## src/rtl/somatorio_pkg.sv

```systemverilog
// Shared definitions for the summation accumulator and its step counter:
// FSM state encoding, default widths and the counter preset helper.
package somatorio_pkg;

    typedef enum logic [2:0] {
        IDLE  = 3'd0,
        LOAD  = 3'd1,
        ACCUM = 3'd2,
        CHECK = 3'd3,
        DONE  = 3'd4
    } state_t;

    localparam int DEF_DATA_W = 8;
    localparam int DEF_SUM_W  = 12;
    localparam int DEF_N_OPS  = 8;

    // The step counter is preset to one less than the operand count.
    localparam int CNT_PRESET = DEF_N_OPS - 1;

    function automatic int cnt_preset(input int n_ops);
        return n_ops - 1;
    endfunction

endpackage

```

## src/rtl/somatorio_acc.sv

```systemverilog
// Sequencing accumulator: presets the step counter, sums N_OPS operands over a
// valid/ready handshake and cross-checks the counter zero flag at the end.
module somatorio_acc
    import somatorio_pkg::*;
#(
    parameter int DATA_W = DEF_DATA_W,
    parameter int SUM_W  = DEF_SUM_W,
    parameter int N_OPS  = DEF_N_OPS
) (
    input  logic              clk,
    input  logic              rst,
    input  logic              start,
    input  logic              in_valid,
    input  logic [DATA_W-1:0] in_data,
    output logic              in_ready,
    output logic              cnt_set,
    output logic              cnt_dec,
    input  logic              cnt_zero,
    output logic [SUM_W-1:0]  sum,
    output logic              done,
    output logic              busy,
    output logic              err
);

    localparam int OPC_W = $clog2(N_OPS + 1);
    localparam logic [OPC_W-1:0] LAST_IDX = OPC_W'(cnt_preset(N_OPS));

    state_t             state;
    state_t             next_state;
    logic [SUM_W-1:0]   acc;
    logic [OPC_W-1:0]   op_cnt;
    logic               accept;
    logic               last_accept;

    assign accept      = in_valid && (state == ACCUM);
    assign last_accept = accept && (op_cnt == LAST_IDX);

    always_ff @(posedge clk or posedge rst) begin
        if (rst) begin
            state <= IDLE;
        end else begin
            state <= next_state;
        end
    end

    always_comb begin
        next_state = state;
        case (state)
            IDLE:    if (start) next_state = LOAD;
            LOAD:    next_state = ACCUM;
            ACCUM:   if (last_accept) next_state = CHECK;
            CHECK:   next_state = DONE;
            DONE:    if (start) next_state = LOAD;
            default: next_state = IDLE;
        endcase
    end

    always_comb begin
        in_ready = 1'b0;
        cnt_set  = 1'b0;
        done     = 1'b0;
        busy     = 1'b0;
        case (state)
            LOAD: begin
                cnt_set = 1'b1;
                busy    = 1'b1;
            end
            ACCUM: begin
                in_ready = 1'b1;
                busy     = 1'b1;
            end
            CHECK:   busy = 1'b1;
            DONE:    done = 1'b1;
            default: ;
        endcase
    end

    // The last accept skips its decrement so the counter lands on zero
    // exactly one cycle before CHECK samples the flag.
    always_ff @(posedge clk or posedge rst) begin
        if (rst) begin
            acc     <= '0;
            op_cnt  <= '0;
            sum     <= '0;
            err     <= 1'b0;
            cnt_dec <= 1'b0;
        end else begin
            cnt_dec <= accept && !last_accept;
            case (state)
                LOAD: begin
                    acc    <= '0;
                    op_cnt <= '0;
                    err    <= 1'b0;
                end
                ACCUM: begin
                    if (accept) begin
                        acc    <= acc + SUM_W'(in_data);
                        op_cnt <= op_cnt + OPC_W'(1);
                    end
                end
                CHECK: begin
                    err <= ~cnt_zero;
                    sum <= acc;
                end
                default: ;
            endcase
        end
    end

endmodule

```

## config.mk

```make
export PLATFORM = sky130hd
export DESIGN_NAME = somatorio_acc
export DESIGN_NICKNAME = d
export VERILOG_FILES = /design/src/rtl/somatorio_pkg.sv /design/src/rtl/somatorio_acc.sv
export SDC_FILE = /design/constraint.sdc
export NUM_CORES = 1
export LEC_CHECK = 0
export ABC_AREA = 0
export CAP_MARGIN = 20
export CORE_ASPECT_RATIO = 1.25
export CORE_MARGIN = 3
export CORE_UTILIZATION = 35
export DETAILED_ROUTE_END_ITERATION = 8
export PLACE_DENSITY = 0.56
export SLEW_MARGIN = 5
export SYNTH_ARGS = -nofsm -noshare
export SYNTH_HDL_FRONTEND = slang
export SYNTH_SLANG_ARGS = --single-unit
```

## constraint.sdc

```tcl
create_clock -name clk -period 2.42 [get_ports clk]
set_clock_uncertainty 0.2 [all_clocks]
set_input_delay 0.363 -clock clk [delete_from_list [all_inputs] [get_ports clk]]
set_output_delay 0.363 -clock clk [all_outputs]
set_load 0.02 [all_outputs]
```

; Yosys cells after proc, flatten, opt, wreduce, memory -nomap -nowiden
; Cells that the tools add are included.
[totals]
register_bits = 33
input_bits = 13
out_inout_bits = 18
elab_cells = 40
[op_classes]
n_addsub = 2
eq_ne = 8
mux = 12
bitwise_logic = 1
n_reduce_logical = 11
[ops]
columns = cell, n
row1 = 12-bit case mux with 2 select lines, 1
row2 = 12-bit by 8-bit adder with 12-bit output, 1
row3 = 12-bit 2-to-1 mux, 1
row4 = 3-bit case mux with 4 select lines, 1
row5 = 4-bit case mux with 2 select lines, 1
row6 = "3-bit by 2-bit equality test with 1-bit output, second input constant", 2
row7 = 3-bit 2-to-1 mux, 2
row8 = "4-bit by 1-bit adder with 4-bit output, second input constant", 1
row9 = "4-bit by 3-bit equality test with 1-bit output, second input constant", 1
row10 = 1-bit 2-to-1 mux, 4
row11 = 4-bit 2-to-1 mux, 1
row12 = "2-bit != test, second input constant", 2
row13 = 2-bit AND reduction, 2
row14 = 2-bit nonzero test, 2
row15 = "3-bit by 1-bit equality test with 1-bit output, second input constant", 1
row16 = "3-bit equality test, second input constant", 1
row17 = 1-bit logical AND, 3
row18 = 3-bit logical NOT, 1
row19 = 3-bit OR reduction, 1
row20 = "2-bit by 1-bit != test with 1-bit output, second input constant", 1
row21 = 1-bit case mux with 2 select lines, 1
row22 = 2-bit OR reduction, 1
row23 = 1-bit logical NOT, 1
row24 = 1-bit inverter, 1

; Logic depth before layout (Yosys ltp)
[logic_depth]
ltp_word = 5
mapped_depth = 8
ltp_nobuf = 7

; Least setup slack after synthesis
; OpenSTA, ideal clock, no wires.
[synth_timing]
path_type = register to register
start = register acc[0]
end = register acc[10]
setup_time_ns = 0.095
arrival_ns = 1.769
required_ns = 2.125
slack_ns = 0.355
stages_incl_launch_ff = 8
n_path_buf = 0
period_less_slack_ns = 2.065
path_cell_list = dfrtp_1 ha_1 fa_1 a21oi_1 o221ai_1 a31oi_1 o211ai_1 o31ai_1
[synth_between]
elab_chain_cells = 3
[synth_rtl]
columns = item, line
row1 = start: declaration, somatorio_acc.sv:30  ; logic [SUM_W-1:0] acc;
row2 = start signal: assignment, somatorio_acc.sv:97  ; acc <= acc + SUM_W'(in_data);
row3 = 12-bit by 8-bit adder with 12-bit output, somatorio_acc.sv:97
row4 = 12-bit 2-to-1 mux, somatorio_acc.sv:96  ; if (accept) begin
row5 = 12-bit case mux with 2 select lines, somatorio_acc.sv:89  ; case (state)
; No other way between the ends. The select of a mux whose other input is x is not followed.
; A chain may end at the register's enable or synchronous reset.

; Worst setup path after layout
[layout_timing]
start = register state[2]
end = output port cnt_set
[layout_between]
elab_chain_cells = 2
[layout_rtl]
columns = item, line
row1 = start: declaration, somatorio_acc.sv:28  ; state_t state;
row2 = start signal: assignment, somatorio_acc.sv:42  ; state <= next_state;
row3 = 3-bit by 1-bit equality test with 1-bit output, somatorio_acc.sv:63  ; case (state)
row4 = 1-bit 2-to-1 mux, somatorio_acc.sv:63
row5 = end: declaration, somatorio_acc.sv:16  ; output logic cnt_set,
; No other way between the ends.

==> results.txt <==
Core Region - 0.00476 sq mm
Syn_nets - 180
# DRC - 0
Clk sinks - 33
CTS tree - built
Synth cell count leaders - dfrtp_1, nand2_1, mux2_2
Vias in the first global route - 1,394
Grt ovf - 0
Critical path class - reg -> out
Cell taking the most area after synthesis - dfrtp_1
Routed via count - 1,320
Pre-antenna DRT Iters - 4
XOR/XNOR Fraction of Synth Area - 0.0351
Syn Std Cell Area - 0.00175 sq mm
Critical Path Fanout Max - 9
Yosys top cell area share - 0.473
Top post-synthesis cells by area - dfrtp_1, mux2_2, ha_1
Worst path slowest cell - clkdlybuf4s50_1
Width of the die - 69.2 microns
Hold Violations, Final - 0
Number of enable flip-flop cells after synthesis - 0
Crit-path cells - nand2b_4, nand2b_4, inv_2, clkdlybuf4s50_1
CP required - 1860 ps
Num CTS Buffers - 5
RSZ-0062 raised after global routing - no
Postcts setup bufs - 0
Total GRT Usage - 0.141
DR WL/cell - 14.4 microns
Worst Hold Class - in -> async
Most common cell in the netlist - dfrtp_1
Slew margin rel. - 0.717
Critical Path AT - 1780 ps
Initial antenna violation count - 0
Final Setup Violations - 0
Final worst path period share - 0.967
Layout cells sized above 1 - 0.234
Simple-gate share of the synthesized area - 0.141
DR iter-0 viols - 46
Seq/Total Area, Yosys - 0.473
Most used cell along the critical path - nand2b_4
Clock Path Buffers - 2
Detail Route Antenna Nets - 0
Design Power - 2.58 mW
First-pass GRT wire length - 6510 microns
Input/output buffers - 30
Multiplexer area fraction after synthesis - 0.0888
Main combinational cell family by area after synthesis - compound AO/OA/AOI/OAI gates
Initial Util - 0.367
Root Driver - clkbuf_8
CTS clock-pin slew for the worst setup and hold paths - 70 ps
Ys flop type - dfrtp_1
Tmin final - 2340 ps
Area Overhead vs Synth - 29.9%
Max cap viols - 0
Worst Reg-to-Reg Cells - 7
R2R Setup Slk - 230 ps
Die height - 85.0 microns
Pwr dens - 1140 mW/mm^2
Final wirelength - 3760 microns
Pin count of the biggest net entering global routing - 34
Critical path endpoint category - output port
RR Endpoint - acc[10]
P_leak - 1.07 nW
Mean post-synth cell area - 11.1 sq um
Peak Freq - 427 MHz
Fillers - 464
Seq cells post-synth - 33
Final Hold Slack - 273 ps
Vias per inst - 5.06
Count of cell types in the netlist - 38
Ports - 31
Worst-skew pair later-pin latency - 280 ps
Final #Nets - 223
Yosys warnings - 0
Post-Synthesis Cells - 157
Crit start category - flip-flop
Worst Tran Pin Value - 424 ps
Final slew viol count - 0
FF-to-FF Start - acc[0]
Post-synth ARST share - 1.00
Setup TNS - 0 ps
Finished Core Util - 0.476
CP max stage delay - 590 ps
Htree depth - 2
Antenna cells - 0
Full die area - 0.00588 sq mm
Status - finished clean
RePlAce Congestion - 0.771
Synth Area in Adders - 0.0759
Post-DP HPWL - 2740 microns
Synth Area in Compound Gates - 0.145
Row cnt - 28
Max rail drop VDD - 408 uV
## flip-flops by register name, summed over array words and instances (netlist names)
name and flops:
err 1, acc 12, state 3, sum 12, op_cnt 4, cnt_dec 1
## layout by cell type, fill, tap and decap left out, drive strengths merged
master / n
nand4: 2
o2111a: 1
xnor2: 5
o221ai: 1
a21oi: 8
o211ai: 3
or2: 3
a31oi: 3
nor3: 2
inv: 7
o21ai: 9
a211o: 2
nand2: 15
clkdlybuf4s50: 30
a22o: 3
xor2: 2
clkinv: 1
nand3: 5
dfrtp: 33
o31ai: 3
mux2: 12
clkbuf: 7
fa: 1
buf: 11
a32oi: 1
ha: 9
a211oi: 1
and4b: 1
a21o: 2
mux2i: 2
nand2b: 2
and4: 1
nor2: 12
and4bb: 1
## critical path: cells and delay by family (launching register included)
kind          cells  cell delay, ps
flops             1             490
buf+inv           2             650
simple gates      2             360
## through the flow
step / cell area, sq um / std cells / worst slack [ps]
after floorplan: 1750 / 157 / 355
after global placement: 2160 / 253 / -157
after detailed placement: 2160 / 253 / -235
after CTS: 2260 / 261 / 63.8
after global routing: 2270 / 261 / 3.56
final: 2270 / 261 / 80.1
## how the worst max path moves through the flow
stage                from       to  cells past startpoint
4_1_cts        in_data[0]  acc[10]                      8
6_report         state[2]  cnt_set                      4
5_1_grt        in_data[0]  acc[10]                      8
3_5_place_dp   in_data[0]  acc[10]                      8
2_1_floorplan      acc[0]  acc[10]                      7
3_3_place_gp   in_data[0]  acc[10]                      8
## cell families after synthesis
logic type      after synthesis
compound gates               37
simple gates                 44
flops                        33
mux                          14
fa+ha+maj                    10
xor+xnor                      7
buf+inv                      12
## per-layer routing
| layer | global-route usage | share of wire | up-vias |
|---|---|---|---|
| li1 | - | - | 651 |
| met1 | 0.171 | 0.45 | 629 |
| met2 | 0.232 | 0.49 | 36 |
| met3 | 0.0438 | 0.049 | 4 |
| met4 | 0.0568 | 0.010 | 0 |
| met5 | 0 | 0 | - |
## power breakdown
part	internal, mW	total [mW]	switching [mW]
sequential	0.734	0.897	0.163
clock	0.257	0.456	0.199
combinational	0.611	1.22	0.614
total	1.60	2.58	0.976
## timing repair
action,CTS,global route
hold buffers,0,0
gates resized for setup,0,2
endpoints found under the setup margin,0,3
## area by class of cell
cell class / count / area (sq um) / share of cell area
Inverter: 7 / 26.3 / 0.0116
Sequential cell: 33 / 827 / 0.365
Timing Repair Buffer: 41 / 383 / 0.169
Tap cell: 60 / 75.1 / 0.0331
Multi-Input combinational cell: 112 / 856 / 0.377
Clock inverter: 1 / 5.00 / 0.00221
Clock buffer: 7 / 96.3 / 0.0425
Power figures use the tool's default switching activity.
==> variant 1: new RTL, config.mk and constraints unchanged <==
Make the reset (`rst`) synchronous in 2 clocked blocks.
--- a/src/rtl/somatorio_acc.sv
+++ b/src/rtl/somatorio_acc.sv
@@ -37,3 +37,3 @@
 
-    always_ff @(posedge clk or posedge rst) begin
+    always_ff @(posedge clk) begin
         if (rst) begin
@@ -79,3 +79,3 @@
     // exactly one cycle before CHECK samples the flag.
-    always_ff @(posedge clk or posedge rst) begin
+    always_ff @(posedge clk) begin
         if (rst) begin
Behaviour: differs if rst is asserted again (counterexample within 4 cycles, from zero or initial values and one cycle with rst high); with rst held inactive, the same outputs for 10 cycles.
==> variant 1 against the unedited design <==
  * Sequential cell count unchanged
  * Final cell count up 9.2%
  * Setup slack better by 87 ps
  * Routed wire length down 0.58%
  * Final area down 7.7%
  * Largest cell class unchanged
  * Area after synthesis down 9.4%
  * Critical path depth up 4
  * Register-to-register slack better by 90 ps
  * Maximum frequency up 3.8%
  * Critical endpoint is now acc[11]
Power is not compared: it rests on default switching activity, and its combinational part moved more than twofold at a synthesized area within 25%.
==> variant 1: results (changes against the unedited design) <==
metric;value;unit;change
yosysUniqueCellTypes;36;;-5.3%
multi_input_area_share;0.424;;+0.0469
use_met3;0.0470;;+0.00319
n_all_buffers;40;;-2.4%
groute.layer.met1.usage;0.181;;+0.00996
crit_family;simple AND/OR/NAND/NOR gates;;
rrSetupSlack;320;ps;+90 ps
final_nets;251;;+13%
ff_latch_area;661;µm²;-20%
cp-endpoint;acc[11];;
final_cells;285;;+9.2%
synth.area.top_cells;dfxtp_1 (42%), a21oi_1 (8.2%), nand2_1 (7.6%);;
via_per_inst;4.96;;-1.8%
fill_cells;431;;-7.1%
non_clock_buffer_area_share;0.179;;+0.00983
seq_cell_count;33;;unchanged
routedLengthMet1;1.65;mm;-3.4%
crit_path_max_incr_delay;460;ps;-130 ps
dp.cells;277;;+9.5%
outcome;completed;;
grt_pass1_wl;6.67;mm;+2.3%
startpoint;in_data[1];;
placed_area;2010;µm²;-7.0%
wl_met3;156;µm;-16%
grt_max_degree;21;;-38%
ys_seq_area_frac;0.417;;-0.0554
synthArstFlopShare;0;;-1.00
rr_startpoint;acc[0];;
core.rowCount;26;;-7.1%
worst_pin_slew;455;ps;+31.4 ps
yosys-top-cells-count;dfxtp_1 (33), nand2_1 (32), a21oi_1 (26), nor2_1 (16), ha_1 (9);;
crit_arrival;2270;ps;+490 ps
wirelength;3.74;mm;-0.58%
use_met2;0.289;;+0.0572
drtIter0Drc;40;;-13%
## variant 1: cell types whose count changed in the layout (fill, tap and decap cells not counted), moves of 3 or more
cell / delta
o31ai_1: -3
a22o_2: -3
mux2_2: -12
o21ai_0: -4
dfxtp_1: +33
dfrtp_1: -32
a21oi_1: +18
nand2_1: +17
nor2_1: +6
a22o_1: +5
xnor2_1: +3
## variant 1: logic make-up after synthesis
logic type	Yosys count	synth area share
DFF	33	0.417
xor gates and xnor gates	11	0.0609
and+or+nand+nor	75	0.228
AOI/OAI and AO/OA	47	0.182
adders and majority gates	10	0.0838
muxes	1	0.00632
buffers and inverters	9	0.0213
## variant 1: through the flow
step                hold slack, ps  setup WS (ps)  total power, W
floorplan                      232            351        0.000665
global placement               244           -111        0.000730
detailed placement             249           -111        0.000732
CTS                            259            157         0.00114
global route                   284           40.4         0.00118
finish                         255            167         0.00113
## variant 1: power by group through the flow
stage / clock network (W) / logic (W) / registers [W]
floorplan: 0 / 0.0000925 / 0.000573
global placement: 0 / 0.000155 / 0.000575
detailed placement: 0 / 0.000157 / 0.000575
CTS: 0.000422 / 0.000157 / 0.000563
global route: 0.000447 / 0.000173 / 0.000564
finish: 0.000411 / 0.000156 / 0.000562
## variant 1: timing repair
action                     4_1_cts  5_1_grt
setup endpoints to repair        1        0
resized for setup                1        0
setup buffers                    0        0
## variant 1: worst min path at each step
stage	cells after the start	slack (ps)	start	to
2_1_floorplan	2	230	acc[8]	sum[8]
3_3_place_gp	2	240	sum[5]	sum[5]
3_5_place_dp	2	250	sum[6]	sum[6]
4_1_cts	2	260	sum[6]	sum[6]
5_1_grt	2	280	sum[6]	sum[6]
6_report	2	250	sum[7]	sum[7]
==> variant 2: new RTL, same settings <==
Without the edit above. `DEF_DATA_W`: 8 -> 12.
--- a/src/rtl/somatorio_pkg.sv
+++ b/src/rtl/somatorio_pkg.sv
@@ -12,3 +12,3 @@
 
-    localparam int DEF_DATA_W = 8;
+    localparam int DEF_DATA_W = 12;
     localparam int DEF_SUM_W  = 12;
Interface: changed (resized in_data); port bits go from 31 to 35. No check against the original RTL was run, so the function may have changed too.
==> variant 2 against the unedited design <==
  * Sequential cell count stayed put
  * Sequential share of layout area shrank 3.3 points
  * Final area is 9.9% higher
  * Routed wire length is 4.8% higher
  * Worst hold slack improved by 6.2 ps
  * Area after synthesis grew 0.79%
  * Via count up 8.5%
  * Setup slack better by 2.1 ps
  * Die area up 0.73%
  * Total power up 11%
  * Highest routed layer unchanged
==> variant 2: results (changes against the unedited design) <==
metric;value;unit;change
hp-class;in2async;;
cp_max_fo;2;;-7
use_met2;0.253;;+0.0217
cts_resized;3;;+3
ir_drop;0.000502;V;+23%
htreeDepth;2;;unchanged
synth.area.top_cells;dfrtp_1 (47%), ha_1 (8.5%), mux2_2 (7.7%);;
grt_pass1_wl;6.89;mm;+5.7%
dp_hpwl;2.87;mm;+4.5%
groute.layer.met1.usage;0.167;;-0.00414
grt_pass1_vias;1513;;+8.5%
yosys-top-cells-count;dfrtp_1 (33), o21ai_0 (16), nand2_1 (15);;
wl_met3;141;µm;-24%
hold-worst-slack;279;ps;+6.24 ps
wire_per_inst;13.5;µm;-6.0%
cp-endpoint;acc[11];;
io_buffers;34;;+13%
outcome;completed;;
synth_nets;200;;+11%
placed_area;2330;µm²;+7.9%
fill_cells;425;;-8.4%
clk_pin_slew_worst_paths;70;ps;about the same
drtIter0Drc;35;;-24%
gp_congestion;0.779;;+1.1%
reg2reg_to;acc[11];;
routedLengthMet1;1.74;mm;+1.9%
vias;1432;;+8.5%
met2_wirelength;2.01;mm;+9.8%
rr_startpoint;acc[2];;
root_buffer;clkbuf_8;;
track_usage;0.146;;+0.00495
crit_arrival;2300;ps;+520 ps
finalWorstSetupSlack;82.2;ps;+2.15 ps
dp.cells;282;;+11%
final_nets;260;;+17%
rrSetupSlack;170;ps;-60 ps
ys_seq_area_frac;0.469;;-0.00370
top_regs;acc x12, sum x12, op_cnt x4;;
pre_cts_slack;-351;ps;-117 ps
antenna_found_initial;0;;unchanged
via_per_inst;4.92;;-2.7%
startpoint;in_data[5];;
ff_latch_area;826;µm²;-0.15%
p_leak;1.20;nW;+12%
yosysUniqueCellTypes;34;;-11%
use_met3;0.0391;;-0.00474
synth-main-ff-cell;dfrtp_1;;
drive_gt1_frac;0.238;;+0.00426
first_pass_iters;4;;unchanged
syn-instance-count;170;;+8.3%
worst_pin_slew;421;ps;-3.12 ps
grt_max_degree;34;;unchanged
variant 2: power breakdown:
part / internal, W / switching [W] / leakage, nW
sequential: 0.000763 / 0.000162 / 0.435
clock: 0.000199 / 0.000196 / 0.0450
combinational: 0.000810 / 0.000725 / 0.720
variant 2: final cells by class:
cell class	instances	share of cell area
clock buffers	6	0.0291
clock inverters	2	0.00401
inverters	7	0.0105
multi-input cells	125	0.384
flip-flops and latches	33	0.331
well taps	60	0.0301
repair buffers	58	0.211
variant 2: cells by family after synthesis:
logic type	Yosys count	synth area share
and+or+nand+nor	51	0.147
DFF	33	0.469
adders and majority gates	13	0.0967
buffers and inverters	12	0.0256
muxes	12	0.0768
xor gates and xnor gates	11	0.0547
AOI/OAI and AO/OA	38	0.130
variant 2: critical path, cell delays in order:
cell and delay (ps):
clkdlybuf4s50_1 420, ha_1 290, and2_1 170, nand2b_1 140
and4_4 180, or3_4 320, and3_1 170, a211o_1 250
